--- config.mk ---
export PLATFORM = sky130hd
export DESIGN_NAME = hazard_ctrl
export DESIGN_NICKNAME = d
export VERILOG_FILES = /design/src/rtl/hazard_pkg.sv /design/src/rtl/hazard_cmp.sv /design/src/rtl/hazard_ctrl.sv
export SDC_FILE = /design/constraint.sdc
export NUM_CORES = 1
export LEC_CHECK = 0
export CAP_MARGIN = 25
export CORE_MARGIN = 4
export CORE_UTILIZATION = 35
export CTS_BUF_LIST = sky130_fd_sc_hd__clkbuf_8 sky130_fd_sc_hd__clkbuf_16
export CTS_CLUSTER_SIZE = 12
export DETAILED_ROUTE_END_ITERATION = 6
export PLACE_DENSITY = 0.68
export SLEW_MARGIN = 30
export SYNTH_ARGS = -nofsm -noshare
export SYNTH_HDL_FRONTEND = slang
export SYNTH_HIERARCHICAL = 1
export SYNTH_SLANG_ARGS = --single-unit
--- constraint.sdc ---
create_clock -name clk -period 1.53 [get_ports clk]
set_input_delay 0.153 -clock clk [delete_from_list [all_inputs] [get_ports clk]]
set_output_delay 0.153 -clock clk [all_outputs]
set_load 0.1 [all_outputs]
--- src/rtl/hazard_pkg.sv ---
// Shared types and constants for the pipeline hazard controller.
package hazard_pkg;

    typedef enum logic [1:0] {
        IDLE     = 2'd0,
        STALL    = 2'd1,
        FLUSH    = 2'd2,
        REDIRECT = 2'd3
    } hz_state_e;

    localparam int unsigned REG_ZERO = 0;
    localparam int unsigned CNT_W    = 4;
    localparam int unsigned HCNT_W   = 8;
    localparam logic [HCNT_W-1:0] HCNT_MAX = '1;

endpackage

--- src/rtl/hazard_cmp.sv ---
// Register-match comparator: ID source operands against one producing stage's destination.
module hazard_cmp
    import hazard_pkg::*;
#(
    parameter int unsigned REG_AW = 3
) (
    input  logic              id_valid,
    input  logic [REG_AW-1:0] id_rs,
    input  logic [REG_AW-1:0] id_rt,
    input  logic [REG_AW-1:0] rd,
    output logic              match_c
);

    // Register zero never carries a dependency.
    assign match_c = id_valid && (rd != REG_AW'(REG_ZERO)) && ((id_rs == rd) || (id_rt == rd));

endmodule

--- src/rtl/hazard_ctrl.sv ---
// Pipeline hazard controller: RAW stalls, branch flush handshake with the PC unit, redirect.
// Optional macro HAZARD_FWD_EN: with forwarding present only load-use hazards stall.
module hazard_ctrl
    import hazard_pkg::*;
#(
    parameter int unsigned REG_AW    = 3,
    parameter int unsigned PC_W      = 6,
    parameter int unsigned STALL_CYC = 1
) (
    input  logic              clk,
    input  logic              rst_n,
    input  logic              id_valid_in,
    input  logic [REG_AW-1:0] id_rs_in,
    input  logic [REG_AW-1:0] id_rt_in,
    input  logic [REG_AW-1:0] ex_rd_in,
    input  logic              ex_wr_in,
    input  logic              ex_load_in,
    input  logic [REG_AW-1:0] mem_rd_in,
    input  logic              mem_wr_in,
    input  logic              br_taken_in,
    input  logic [PC_W-1:0]   br_target_in,
    input  logic              flush_in,
    output logic              h_out,
    output logic              stall_out,
    output logic              bubble_out,
    output logic              redirect_valid_out,
    output logic [PC_W-1:0]   redirect_pc_out,
    output logic [HCNT_W-1:0] hazard_cnt_out
);

    hz_state_e         state, state_nxt;
    logic [CNT_W-1:0]  cnt, cnt_nxt;
    logic [PC_W-1:0]   tgt_nxt;
    logic              cnt_inc;
    logic              ex_match, mem_match, data_hz;

    hazard_cmp #(.REG_AW(REG_AW)) u_cmp_ex (
        .id_valid (id_valid_in),
        .id_rs    (id_rs_in),
        .id_rt    (id_rt_in),
        .rd       (ex_rd_in),
        .match_c  (ex_match)
    );

    hazard_cmp #(.REG_AW(REG_AW)) u_cmp_mem (
        .id_valid (id_valid_in),
        .id_rs    (id_rs_in),
        .id_rt    (id_rt_in),
        .rd       (mem_rd_in),
        .match_c  (mem_match)
    );

`ifdef HAZARD_FWD_EN
    // Forwarding covers everything except a load result needed immediately.
    assign data_hz = ex_load_in && ex_wr_in && ex_match;
    logic unused_mem;
    assign unused_mem = &{1'b0, mem_wr_in, mem_match};
`else
    assign data_hz = (ex_wr_in && ex_match) || (mem_wr_in && mem_match);
    logic unused_load;
    assign unused_load = &{1'b0, ex_load_in};
`endif

    // Next state; a taken branch outranks a data hazard and abandons a stall.
    always_comb begin
        state_nxt = state;
        cnt_nxt   = cnt;
        tgt_nxt   = redirect_pc_out;
        cnt_inc   = 1'b0;
        unique case (state)
            IDLE: begin
                if (br_taken_in) begin
                    state_nxt = FLUSH;
                    tgt_nxt   = br_target_in;
                    cnt_inc   = 1'b1;
                end else if (data_hz) begin
                    state_nxt = STALL;
                    cnt_nxt   = CNT_W'(STALL_CYC);
                    cnt_inc   = 1'b1;
                end
            end
            STALL: begin
                if (br_taken_in) begin
                    state_nxt = FLUSH;
                    tgt_nxt   = br_target_in;
                    cnt_nxt   = '0;
                    cnt_inc   = 1'b1;
                end else if (cnt == CNT_W'(1)) begin
                    state_nxt = IDLE;
                    cnt_nxt   = '0;
                end else begin
                    cnt_nxt = cnt - CNT_W'(1);
                end
            end
            FLUSH: begin
                if (flush_in) begin
                    state_nxt = REDIRECT;
                end
            end
            REDIRECT: begin
                state_nxt = IDLE;
            end
            default: begin
                state_nxt = IDLE;
            end
        endcase
    end

    // Outputs are registered decodes of the next state, so they track the state register.
    always_ff @(posedge clk) begin
        if (!rst_n) begin
            state              <= IDLE;
            cnt                <= '0;
            redirect_pc_out    <= '0;
            hazard_cnt_out     <= '0;
            h_out              <= 1'b0;
            stall_out          <= 1'b0;
            bubble_out         <= 1'b0;
            redirect_valid_out <= 1'b0;
        end else begin
            state              <= state_nxt;
            cnt                <= cnt_nxt;
            redirect_pc_out    <= tgt_nxt;
            h_out              <= (state_nxt == FLUSH);
            stall_out          <= (state_nxt == STALL);
            bubble_out         <= (state_nxt == STALL);
            redirect_valid_out <= (state_nxt == REDIRECT);
            if (cnt_inc && (hazard_cnt_out != HCNT_MAX)) begin
                hazard_cnt_out <= hazard_cnt_out + HCNT_W'(1);
            end
        end
    end

endmodule
Word-level counts from Yosys, hierarchy flattened
Cells that the tools add are included.
{ "word_totals": {"ff_bits": 23, "latchBits": 0, "ramBits": 0, "mem_bits_ro": 0, "in_bits": 26, "output_inout_bits": 18, "word_cells": 55, "mem_count": 0} }
{ "classes": {"addsub": 2, "mul": 0, "div_mod_pow": 0, "n_lt_le_gt_ge": 0, "eq_ne": 14, "n_shift": 0, "muxes": 15, "bitwise_logic": 0, "reduce_logical": 17} }
{ "ops": {"columns": ["operator", "count"], "rows": [
  ["$mux 4", 4],
  ["$eq 3x3->1", 4],
  ["$mux 2", 5],
  ["$add 8x1->8 const B", 1],
  ["$eq 2x2->1 const B", 4],
  ["$ne 8x8->1 const B", 1],
  ["$pmux 2 s4", 1],
  ["$pmux 4 s2", 1],
  ["$logic_and 1x1->1", 7],
  ["$reduce_bool 3->1", 2],
  ["$eq 2x1->1 const B", 2],
  ["$eq 4x1->1 const B", 1],
  ["$ne 2x2->1 const B", 2],
  ["$sub 4x1->4 const B", 1],
  ["$logic_or 1x1->1", 3],
  ["$mux 1", 3],
  ["$reduce_and 3->1", 1],
  ["$logic_not 2->1", 1],
  ["$pmux 1 s2", 1],
  ["$reduce_and 2->1", 1],
  ["$reduce_bool 2->1", 1],
  ["$reduce_or 2->1", 1]
]} }

Depth between registers and ports, before layout
Gate-level depths: netlist of the first run.
{ "logic_depth": {"word_depth": 9, "depth_mapped": 8} }

Cells and area by module
The synthesis of the first run kept the hierarchy.
{ "by_module_without_submodules": {"columns": ["mod", "n_inst", "cells_per_inst", "area_each_um2", "seq_area_each_um2"], "rows": [
  ["hazard_ctrl", 1, 114, 1073.5, 460.4],
  ["hazard_cmp", 2, 10, 75.1, 0.0]
]} }

Worst setup path before layout of the first run
Ideal clock, no wire load.
{ "synth_path": {"path_type": "register -> register", "start": "reg hazard_cnt_out[1]", "end": "reg hazard_cnt_out[6]", "setup_time_ns": 0.115, "t_arrival_ns": 2.299, "t_required_ns": 1.415, "setup_slack_ns": -0.884, "stages_incl_launch_ff": 6, "synth_period_minus_slack_ns": 2.414, "path_cell_list": "dfxtp_1 ha_1 nand2_1 or2_1 or4_1 and3_1"} }
{ "synth_via": {"elab_chain_len": 2} }
{ "synth_rtl": {"columns": ["element", "line_no", "source"], "rows": [
  ["start: declaration", "hazard_ctrl.sv:28", "output logic [HCNT_W-1:0] hazard_cnt_out"],
  ["start signal: assignment", "hazard_ctrl.sv:129", "hazard_cnt_out <= hazard_cnt_out + HCNT_W'(1);"],
  ["branches (longest 2 deep; another with $add 8x1->8)", null, null]
]} }
Several ways; the timed one is not identified.
A chain may end at the register's enable or synchronous reset.

Worst setup path after layout of the first run
{ "layout_path": {"start": "in id_rs_in[2]", "end": "reg hazard_cnt_out[3]"} }
{ "layout_via": {"elab_chain_len": 9} }
{ "layout_rtl": {"columns": ["element", "line_no", "source"], "rows": [
  ["start: declaration", "hazard_ctrl.sv:13", "input logic [REG_AW-1:0] id_rs_in,"],
  ["$eq 3x3->1", "hazard_cmp.sv:15", "assign match_c = id_valid && (rd != REG_AW'(REG_ZERO)) && ((id_rs == rd) || (id_rt == rd));"],
  ["$logic_or 1x1->1", "hazard_cmp.sv:15", null],
  ["$logic_and 1x1->1", "hazard_cmp.sv:15", null],
  ["named net mem_match", "hazard_ctrl.sv:35", "logic ex_match, mem_match, data_hz;"],
  ["$logic_and 1x1->1", "hazard_ctrl.sv:59", "assign data_hz = (ex_wr_in && ex_match) || (mem_wr_in && mem_match);"],
  ["$logic_or 1x1->1", "hazard_ctrl.sv:59", null],
  ["$mux 1", "hazard_ctrl.sv:76", "end else if (data_hz) begin"],
  ["$mux 1", "hazard_ctrl.sv:72", "if (br_taken_in) begin"],
  ["$pmux 1 s2", "hazard_ctrl.sv:70", "unique case (state)"],
  ["$logic_and 1x1->1", "hazard_ctrl.sv:128", "if (cnt_inc && (hazard_cnt_out != HCNT_MAX)) begin"]
]} }
The timed path passes the listed nets, and every way through them passes these cells.

==> impl_metrics.env, run 1 <==
export IMPL_p_switching_uw=514
export IMPL_whs_ns=0.518
export IMPL_clock_skew_ns=0.00168
export IMPL_vias_per_cell=5.12
export IMPL_switching_share_pct=32.9
export IMPL_final_setup_viol_count=0
export IMPL_p_seq_share_pct=41.5
export IMPL_num_vias=1214
export IMPL_maxCapViolCount=0
export IMPL_reg2reg_depth=5
export IMPL_ir_drop_v=0.000308
export IMPL_ys_seq_elements=23
export IMPL_wl_per_cell_microns=13.9
export IMPL_firstDrtPassIters=4
export IMPL_synth_edf_count=0
export IMPL_regToRegSetupSlack_ns=0.02
export IMPL_synthAdderAreaFrac_pct=3.07
export IMPL_p_leak_uw=0.000843
export IMPL_outcome="finished clean"
export IMPL_diodes=0
export IMPL_end_kind="flip-flop"
export IMPL_post_dp_hpwl_mm=2.60
export IMPL_p_int_uw=1050
export IMPL_cts_htree_levels=1
export IMPL_final_nets=221
export IMPL_track_usage_pct=14.7
export IMPL_worstMarginPinSlew_ns=0.488
export IMPL_path_clk_slew_ns=0.08
export IMPL_r2r_end="hazard_cnt_out[6]"
export IMPL_p_comb_share_pct=35.2
export IMPL_synth_compound_gate_area_share_pct=18.1
export IMPL_fmaxAchievable_ghz=0.660
export IMPL_slew_violations=0
export IMPL_setup_worst_path_start="id_rs_in[2]"
export IMPL_syn_area_sq_um=1220
export IMPL_overflow=0
export IMPL_crit_type="input port to flip-flop"
export IMPL_clock_power_share_pct=23.3
export IMPL_clk_latency_ns=0.26
export IMPL_grt_antenna_before_repair=0
export IMPL_tritoncts="built"
export IMPL_rsz0062_at_grt="yes"
export IMPL_start_util_pct=36.4
export IMPL_worstPathArrival_ns=1.71
export IMPL_total_power_uw=1560
export IMPL_synthFlopType="dfxtp_1"
export IMPL_ys_seq_area_share_pct=37.6
export IMPL_p_per_area_nw_per_um2=731
export IMPL_synth_top_family_by_area="simple AND/OR/NAND/NOR gates"
export IMPL_reg2reg_from="hazard_cnt_out[1]"
export IMPL_grt_pass1_wl_mm=5.11
export IMPL_cts_sinks=23
export IMPL_routed_wl_mm=3.29
export IMPL_grt_pass1_vias=1226
export IMPL_min_path_cells=3
export IMPL_chipHeight_microns=67.1
export IMPL_fin_crit_ns=1.51
export IMPL_die_area_sq_um=4510
export IMPL_min_from="br_target_in[1]"
export IMPL_portBuffers=42
export IMPL_cts_buffer_depth=2
export IMPL_drt_iter0_drc=75
export IMPL_fin_crit_sh_pct=99.0
export IMPL_layout_drive_gt1_share_pct=42.4
export IMPL_cts_buffers=3
export IMPL_slew_headroom_pct=67.3
export IMPL_chipWidth_microns=67.1
export IMPL_syn_inst=134
export IMPL_grt_max_degree=15
export IMPL_num_rows=21
export IMPL_core_area_sq_um=3360
export IMPL_place_congestion=0.857
export IMPL_synth_simple_area_share_pct=22.5
export IMPL_cts_root_buf="clkbuf_8"
export IMPL_synth_xor_area_share_pct=8.59
export IMPL_required_ns=1.72
export IMPL_io_pins=44
export IMPL_hp_class="input port to flip-flop"
export IMPL_ant_nets=0
export IMPL_crit_fanout=6
export IMPL_synthMuxAreaShare_pct=5.73
export IMPL_crit_path_end="hazard_cnt_out[3]"
export IMPL_async_flop_share_pct=0
export IMPL_finalHoldViolations=0
export IMPL_yosysWarnings=6
export IMPL_area_growth_pct=74.6
export IMPL_synth_cell_types=41
export IMPL_cp_start_kind="input port"
export IMPL_avgSynthCellArea_sq_um=9.13
export IMPL_synth_fp_nets=163
export IMPL_drc=0
cell type report:
type                       count  area [sq um]
fill                         308          1230
clock inverter                 1          5.00
clock buffer                   3          41.3
inverter                       6          22.5
tap                           46          57.6
multi-input combinational    100           856
timing repair buffer          58           663
sequential                    23           492
cells by family (layout without fill, tap and decap cells):
family                     after synthesis  after routing
buffers and inverters                   11             68
muxes                                    7              7
AOI/OAI and AO/OA                       29             29
adders and majority gates                3              3
DFF                                     23             23
and+or+nand+nor                         49             49
xor gates and xnor gates                12             12
routing by layer:
layer / GRT usage [%] / wire, microns
met5: 0 / 0
met4: 6.58 / 74
met3: 3.33 / 180
met2: 28.0 / 1800
met1: 15.0 / 1240
worst max-delay path: stages:
cell      delay, ns
buf_2          0.13
xnor2_2        0.17
nand3_1        0.12
a21oi_2        0.15
a22o_1         0.21
a21oi_4        0.10
or4_4          0.53
a21boi_2       0.14
cell usage in the layout, fill, tap and decap left out, types with 2 or more instances in the layout:
| cell type | netlist | routed |
|---|---|---|
| buf_12 | 0 | 18 |
| buf_4 | 1 | 15 |
| dfxtp_1 | 23 | 14 |
| buf_2 | 1 | 12 |
| clkdlybuf4s50_1 | 0 | 11 |
| nand2_1 | 9 | 8 |
| nor2b_1 | 8 | 8 |
| dfxtp_4 | 0 | 8 |
| mux2i_1 | 7 | 7 |
| xnor2_2 | 0 | 7 |
| nand3_1 | 7 | 6 |
| inv_1 | 6 | 5 |
| nor2_1 | 5 | 5 |
| o21ai_1 | 5 | 5 |
| xnor2_1 | 12 | 5 |
| o31ai_1 | 3 | 3 |
| clkbuf_8 | 0 | 3 |
| o21a_1 | 2 | 2 |
| a21boi_1 | 3 | 2 |
| or4_1 | 3 | 2 |
| and3_1 | 2 | 2 |
| nor3_1 | 3 | 2 |
| o221a_1 | 2 | 2 |
| nor4_1 | 2 | 2 |
| a21oi_1 | 3 | 2 |
| ha_4 | 0 | 2 |
flip-flops by register name (all words and copies together) (netlist names):
register and flops:
bubble_out 1, cnt 4, h_out 1, hazard_cnt_out 8, redirect_pc_out 6, redirect_valid_out 1
state 2
how the worst min path moves through the flow:
stage | endpoint
after floorplan | hazard_cnt_out[2]
after global placement | hazard_cnt_out[1]
after detailed placement | hazard_cnt_out[1]
after CTS | redirect_pc_out[1]
after global routing | redirect_pc_out[2]
final | redirect_pc_out[1]
synthesized netlist by cell type (all sizes together), types with 2 or more instances:
| cell type | count | area [sq um] |
|---|---|---|
| nand3 | 7 | 35.0 |
| nor3b | 3 | 22.5 |
| clkbuf | 2 | 7.51 |
| o21ai | 6 | 30.0 |
| o221a | 3 | 33.8 |
| o21a | 2 | 15.0 |
| nor4 | 2 | 12.5 |
| nor2 | 5 | 18.8 |
| or4 | 3 | 22.5 |
| nor3 | 3 | 15.0 |
| ha | 3 | 37.5 |
| o31ai | 3 | 22.5 |
| nor2b | 8 | 50.1 |
| buf | 3 | 23.8 |
| and3 | 2 | 12.5 |
| xnor2 | 12 | 105 |
| or3 | 2 | 12.5 |
| dfxtp | 23 | 460 |
| mux2i | 7 | 70.1 |
| nand2 | 9 | 33.8 |
| a21boi | 3 | 22.5 |
| a21oi | 4 | 23.8 |
| inv | 6 | 22.5 |
stage by stage:
step | setup slack (ns) | std cells | TNS [ns] | area (sq um) | util (%)
after floorplan | -0.212 | 134 | -0.212 | 1290 | -
after global placement | -0.552 | 229 | -6.30 | 2000 | 59.6
after detailed placement | -0.652 | 229 | -7.72 | 2000 | 59.6
after CTS | 0.000450 | 236 | 0 | 2060 | 61.3
after global routing | -0.0363 | 237 | -0.0909 | 2140 | 63.5
final | 0.0152 | 237 | 0 | 2140 | 63.5
what timing repair did:
item / in CTS / in global routing
endpoints found under the hold margin: 0 / 0
pin swaps: 20 / 11
buffers inserted: 3 / 1
endpoints found under the setup margin: 16 / 9
hold buffers: 0 / 0
gates resized for setup: 56 / 16
power by group through the flow:
stage	registers (uW)	clock network, uW	logic, uW
5_1_grt	653	410	581
3_5_place_dp	664	0	518
2_1_floorplan	799	0	153
3_3_place_gp	661	0	505
6_report	648	364	550
4_1_cts	647	381	534
Note: power is estimated with default switching activity, not from simulation.
==> run 2, diff against run 1 <==
- CTS_CLUSTER_DIAMETER: unset -> 40
==> results of run 2 <==
The final DEF is identical to that of run 1; final timing and power are the same.
==> run 3, diff against run 2 <==
- SLEW_MARGIN: 30 -> unset
==> results of run 3 <==
The final DEF is identical to that of run 1; final timing and power are the same.
